**config.mk**
```make
export PLATFORM = sky130hd
export DESIGN_NAME = aes_key_expand_flat
export DESIGN_NICKNAME = d
export VERILOG_FILES = /design/src/rtl/aes_key_expand_if.sv /design/src/rtl/aes_key_expand.sv /design/src/flat_wrapper.sv
export SDC_FILE = /design/constraint.sdc
export NUM_CORES = 2
export LEC_CHECK = 0
export ABC_AREA = 1
export BUFFER_PORTS_ARGS = -buffer_cell sky130_fd_sc_hd__buf_2
export CORE_AREA = 2 2 594 596
export CTS_CLUSTER_DIAMETER = 150
export DETAILED_ROUTE_END_ITERATION = 8
export DIE_AREA = 0 0 596 598
export PLACE_DENSITY = 0.39
export SLEW_MARGIN = 20
export SYNTH_ARGS = -nofsm -noshare
export SYNTH_HDL_FRONTEND = slang
export SYNTH_SLANG_ARGS = --single-unit
```
**constraint.sdc**
```tcl
create_clock -name clk -period 142.9 [get_ports clk]
set_clock_uncertainty 0.2 [all_clocks]
set_input_delay 35.725 -clock clk [delete_from_list [all_inputs] [get_ports clk]]
set_output_delay 35.725 -clock clk [all_outputs]
set_load 0.03 [all_outputs]
```
**src/rtl/aes_key_expand_if.sv**
```systemverilog
// Handshake and key-bank bundle between the key loader and aes_key_expand.
// Latency: none, wires only.
// Backpressure: key_ready low while an expansion runs; key_valid is not queued.
// Signals: key_valid/key_ready/key_in (load side), keys_valid/busy/round_keys
// (bank side), zeroize only when AES_KEY_ZEROIZE_EN is defined.
// master = key source / round pipeline side, slave = aes_key_expand.
interface aes_key_expand_if #(
  parameter int NUM_ROUNDS = 10,
  parameter int KEY_W      = 128
);
`ifdef AES_KEY_ZEROIZE_EN
  logic                             zeroize;
`endif
  logic                             key_valid;
  logic                             key_ready;
  logic [KEY_W-1:0]                 key_in;
  logic                             keys_valid;
  logic                             busy;
  logic [KEY_W*(NUM_ROUNDS+1)-1:0]  round_keys;

  modport master (
`ifdef AES_KEY_ZEROIZE_EN
    output zeroize,
`endif
    output key_valid,
    output key_in,
    input  key_ready,
    input  keys_valid,
    input  busy,
    input  round_keys
  );

  modport slave (
`ifdef AES_KEY_ZEROIZE_EN
    input  zeroize,
`endif
    input  key_valid,
    input  key_in,
    output key_ready,
    output keys_valid,
    output busy,
    output round_keys
  );
endinterface

```
**src/rtl/aes_key_expand.sv**
```systemverilog
// Iterative AES-128 key schedule: one round key per clock into an 11-entry bank.
// Latency: keys_valid rises 10 edges after the edge that accepts a key.
// Backpressure: key_ready=0 during expansion; key_valid then is dropped, not queued.
// Ports: clk, rst (async, active-high); kif (slave) carries key_valid/key_ready/
// key_in, keys_valid, busy and the flat round_keys bank (rk[i] at [128*i +: 128]).
// Optional: AES_KEY_ZEROIZE_EN adds kif.zeroize, a one-cycle wipe of the bank.
module aes_key_expand #(
  parameter int NUM_ROUNDS = 10,
  parameter int KEY_W      = 128
) (
  input  logic            clk,
  input  logic            rst,
  aes_key_expand_if.slave kif
);

  if (NUM_ROUNDS != 10 || KEY_W != 128) begin : g_param_check
    $error("aes_key_expand: only AES-128 (NUM_ROUNDS=10, KEY_W=128) is supported");
  end

  localparam logic [3:0] LAST_RND = 4'(NUM_ROUNDS);

  // Forward S-box, entry 0 first; stored [255:0] so entry x sits at index ~x.
  localparam logic [255:0][7:0] SBOX_TBL = {
    128'h637c777bf26b6fc53001672bfed7ab76, 128'hca82c97dfa5947f0add4a2af9ca472c0,
    128'hb7fd9326363ff7cc34a5e5f171d83115, 128'h04c723c31896059a071280e2eb27b275,
    128'h09832c1a1b6e5aa0523bd6b329e32f84, 128'h53d100ed20fcb15b6acbbe394a4c58cf,
    128'hd0efaafb434d338545f9027f503c9fa8, 128'h51a3408f929d38f5bcb6da2110fff3d2,
    128'hcd0c13ec5f974417c4a77e3d645d1973, 128'h60814fdc222a908846eeb814de5e0bdb,
    128'he0323a0a4906245cc2d3ac629195e479, 128'he7c8376d8dd54ea96c56f4ea657aae08,
    128'hba78252e1ca6b4c6e8dd741f4bbd8b8a, 128'h703eb5664803f60e613557b986c11d9e,
    128'he1f8981169d98e949b1e87e9ce5528df, 128'h8ca1890dbfe6426841992d0fb054bb16
  };

  function automatic logic [7:0] sbox(input logic [7:0] x);
    return SBOX_TBL[~x];
  endfunction

  typedef enum logic [1:0] {ST_IDLE, ST_EXPAND, ST_DONE} state_t;

  state_t                          state_q, state_d;
  logic [3:0]                      rnd_q, rnd_d;
  logic [7:0]                      rcon_q, rcon_d;
  logic [NUM_ROUNDS:0][KEY_W-1:0]  bank_q, bank_d;

  logic             zeroize;
  logic             accept;
  logic [KEY_W-1:0] prev_key;
  logic [31:0]      temp, w0_n, w1_n, w2_n, w3_n;

`ifdef AES_KEY_ZEROIZE_EN
  assign zeroize = kif.zeroize;
`else
  assign zeroize = 1'b0;
`endif

  // Zeroize wins over a simultaneous key accept.
  assign accept = kif.key_valid && (state_q != ST_EXPAND) && !zeroize;

  // State register
  always_ff @(posedge clk or posedge rst) begin
    if (rst) state_q <= ST_IDLE;
    else     state_q <= state_d;
  end

  // Next-state logic
  always_comb begin
    state_d = state_q;
    if (zeroize) begin
      state_d = ST_IDLE;
    end else begin
      case (state_q)
        ST_IDLE:   if (kif.key_valid) state_d = ST_EXPAND;
        ST_EXPAND: if (rnd_q == LAST_RND) state_d = ST_DONE;
        ST_DONE:   if (kif.key_valid) state_d = ST_EXPAND;
        default:   state_d = ST_IDLE;
      endcase
    end
  end

  // Output logic
  always_comb begin
    kif.key_ready  = (state_q != ST_EXPAND);
    kif.busy       = (state_q == ST_EXPAND);
    kif.keys_valid = (state_q == ST_DONE);
  end

  assign kif.round_keys = bank_q;

  // One key-schedule round: rk[rnd] from rk[rnd-1]. rnd_q is 1..10 in EXPAND.
  always_comb begin
    prev_key = bank_q[rnd_q - 4'd1];
    temp     = {sbox(prev_key[23:16]), sbox(prev_key[15:8]),
                sbox(prev_key[7:0]),   sbox(prev_key[31:24])} ^ {rcon_q, 24'h0};
    w0_n     = prev_key[127:96] ^ temp;
    w1_n     = prev_key[95:64]  ^ w0_n;
    w2_n     = prev_key[63:32]  ^ w1_n;
    w3_n     = prev_key[31:0]   ^ w2_n;
  end

  always_comb begin
    bank_d = bank_q;
    rnd_d  = rnd_q;
    rcon_d = rcon_q;
    if (zeroize) begin
      bank_d = '0;
      rnd_d  = 4'd0;
      rcon_d = 8'h01;
    end else if (accept) begin
      // Upper slices keep stale data until overwritten; keys_valid guards them.
      bank_d[0] = kif.key_in;
      rnd_d     = 4'd1;
      rcon_d    = 8'h01;
    end else if (state_q == ST_EXPAND) begin
      bank_d[rnd_q] = {w0_n, w1_n, w2_n, w3_n};
      rnd_d         = (rnd_q == LAST_RND) ? 4'd0 : rnd_q + 4'd1;
      rcon_d        = {rcon_q[6:0], 1'b0} ^ (rcon_q[7] ? 8'h1b : 8'h00);
    end
  end

  always_ff @(posedge clk or posedge rst) begin
    if (rst) begin
      bank_q <= '0;
      rnd_q  <= 4'd0;
      rcon_q <= 8'h01;
    end else begin
      bank_q <= bank_d;
      rnd_q  <= rnd_d;
      rcon_q <= rcon_d;
    end
  end

endmodule

```
**src/flat_wrapper.sv**
```systemverilog
// flat-port wrapper written by rule: the top's interface ports become plain ports
module aes_key_expand_flat 
#(
  parameter int NUM_ROUNDS = 10,
  parameter int KEY_W      = 128
)
  (clk, rst, kif_key_valid, kif_key_in, kif_key_ready, kif_keys_valid, kif_busy, kif_round_keys);
  aes_key_expand_if #(.NUM_ROUNDS(NUM_ROUNDS), .KEY_W(KEY_W)) kif_i ();
  input  logic clk;
  input  logic rst;
  input wire logic [$bits(kif_i.key_valid)-1:0] kif_key_valid;
  input wire logic [$bits(kif_i.key_in)-1:0] kif_key_in;
  output wire logic [$bits(kif_i.key_ready)-1:0] kif_key_ready;
  output wire logic [$bits(kif_i.keys_valid)-1:0] kif_keys_valid;
  output wire logic [$bits(kif_i.busy)-1:0] kif_busy;
  output wire logic [$bits(kif_i.round_keys)-1:0] kif_round_keys;
  assign kif_i.key_valid = kif_key_valid;
  assign kif_i.key_in = kif_key_in;
  assign kif_key_ready = kif_i.key_ready;
  assign kif_keys_valid = kif_i.keys_valid;
  assign kif_busy = kif_i.busy;
  assign kif_round_keys = kif_i.round_keys;
  aes_key_expand #(.NUM_ROUNDS(NUM_ROUNDS), .KEY_W(KEY_W)) u_core (.clk(clk), .rst(rst), .kif(kif_i));
endmodule
```
==> flow_summary.ini <==
[worst_hold_path]
hold_path.class = reg2reg

[yosys]
synth_nets = 11374
async_flop_share_pct = 100
syn_area_mm2 = 0.0818
synth_warnings = 0
synth_sequential_area_ratio_pct = 43.5
ys_ff_latch = 1422
synth_cell_types = 52
synth_ff_type = dfrtp_1
synth_cells = 11183
avgSynthCellArea_um2 = 7.32
synth_edf_count = 0

[route]
via_per_inst = 5.36
vias = 91147
dr.pass1.iters = 6
drtAntennaViolNets = 0
wl_per_cell_um = 36.0
drt_iter0_drc = 10942
routed_wl_um = 613000
drcViolationCount = 0

[clock_network]
cts.sinks = 1422
cts_resized = 0
cts_hold_buf = 0
cts_tree = done
cts_setup_buffers = 0
root_buffer = clkbuf_16
cts_buffers = 186
cts_buffer_depth = 4
clkLatencyLatePin_ps = 950
cts_max_level = 4
clk_pin_slew_ps = 60

[placed_design]
portBuffers = 1541
hpwl_um = 453000
gp_congestion = 0.997
place_ws_ps = 103150

[grt]
grt_pass1_vias = 85730
grtUsageTotal_pct = 33.1
grt_max_degree = 157
grt_overflow_total = 0
grt_pass1_wl_um = 813000
antenna_found_initial = 60

[worst_setup_path]
end_kind = output pin
startpoint_type = flip-flop
crit_type = reg2out
critPathMaxFanout = 12
crit_arrival_ps = 3060
crit_required_ps = 106970

[sta]
hold_viol_final = 0
rsz0062_at_grt = no
setup_slack_ps = 103920
min_period_over_period_pct = 27.3
min_period_ps = 38980
worst_pin_slew_ps = 1350
setup_tns_ps = 0
final_max_slew_viol_count = 0
maxSlewHeadroom_pct = 9.95
max_freq_mhz = 25.7
setup_viol = 0

[floorplan]
start_util_pct = 23.3
die_w_um = 596
dieArea_mm2 = 0.356
io_pins = 1542
die_h_um = 598
core_area_mm2 = 0.351
rows = 218

[layout]
syn2layout_area_growth_pct = 20.7
final_nets = 12384
fillers = 39245
drive_gt1_share_pct = 18.6
finish.utilization_pct = 28.1
final_common_cell = nand2_1
most-common-layout-cells = 3310 x nand2_1, 1773 x nand3_1, 1541 x buf_2

[status]
outcome = finished, final reports clean

[run]
maxCapViolCount = 0
==> sequential cells by signal, indices dropped and copies added (netlist names) <==
| register | flops |
|---|---|
| u_core.rcon_q | 8 |
| u_core.rnd_q | 4 |
| u_core.state_q | 2 |
| u_core.kif.round_keys | 1408 |
==> routing by layer <==
layer	track usage, %	routed length [um]
met1	41.5	245000
met2	51.0	270000
met3	9.36	57900
met4	18.5	40600
met5	0	81
==> layout make-up <==
type	instances	area, um2	share of cell area [%]
clock buffers	293	5680	5.75
flip-flops and latches	1422	35600	36.1
clock inverters	46	547	0.554
inverters	552	2190	2.22
multi-input cells	8304	39500	40.0
well taps	4620	5780	5.86
diodes	44	110	0.112
repair buffers	1727	9300	9.42
==> path summary, 6_finish.rpt <==
| kind | startpoint | end | slack (ps) | cells past startpoint |
|---|---|---|---|---|
| max | u_core.state_q[1] | kif_key_ready | 103920 | 3 |
| min | u_core.kif.round_keys[1160] | u_core.kif.round_keys[1160] | 290 | 2 |
| max reg2reg | u_core.rnd_q[0] | u_core.kif.round_keys[2] | 131840 | 30 |
| min reg2reg | u_core.kif.round_keys[1160] | u_core.kif.round_keys[1160] | 290 | 2 |
| max in group asynchronous | rst | u_core.kif.round_keys[1233] | 104240 | 6 |
| min in group asynchronous | rst | u_core.kif.round_keys[401] | 34710 | 2 |
==> cells in the mapped netlist, types with 15 or more instances <==
master / n / area share (%)
nand4_1: 26 / 0.20
buf_1: 46 / 0.21
nor2_1: 492 / 2.3
buf_6: 60 / 0.83
o311ai_0: 51 / 0.55
a21oi_1: 563 / 3.4
o21ai_0: 1204 / 7.4
dfrtp_1: 1421 / 43
ha_1: 60 / 0.92
nand3_1: 1773 / 11
a31oi_1: 158 / 1.2
buf_4: 149 / 1.4
a22oi_1: 39 / 0.36
nand3b_1: 22 / 0.20
o22ai_1: 15 / 0.11
o21ai_1: 120 / 0.73
inv_2: 39 / 0.18
nand3_2: 59 / 0.72
o211ai_1: 119 / 1.1
a221o_1: 52 / 0.64
inv_1: 503 / 2.3
clkbuf_1: 379 / 1.7
buf_2: 269 / 1.6
a211oi_1: 36 / 0.33
nand2_1: 3312 / 15
nand2_4: 27 / 0.37
nand2_2: 92 / 0.70
==> critical path, stage by stage (launching register included) <==
cell,delay (ps)
dfrtp_1,380
nor2_1,690
inv_1,700
buf_2,400
==> metrics by stage <==
stage / instance area (um2) / hold slack, ps / std cells
floorplan: 81800 / 259 / 11183
global placement: 92400 / 284 / 16625
detailed placement: 92400 / 281 / 16625
CTS: 98600 / 298 / 16964
global route: 98600 / 315 / 16980
finish: 98700 / 294 / 17008
==> kinds of logic after synthesis <==
kind of cell               after synthesis  synth area share (%)
DFF                                   1422                  43.5
adders and majority gates               60                 0.918
xor gates and xnor gates                10                 0.107
AOI/OAI and AO/OA                     2406                  16.4
and+or+nand+nor                       5828                  30.8
buffers and inverters                 1457                  8.37
Power is left out: the tool's default activity adds up to more than one toggle a clock period on the data nets, which glitch-free logic cannot reach.
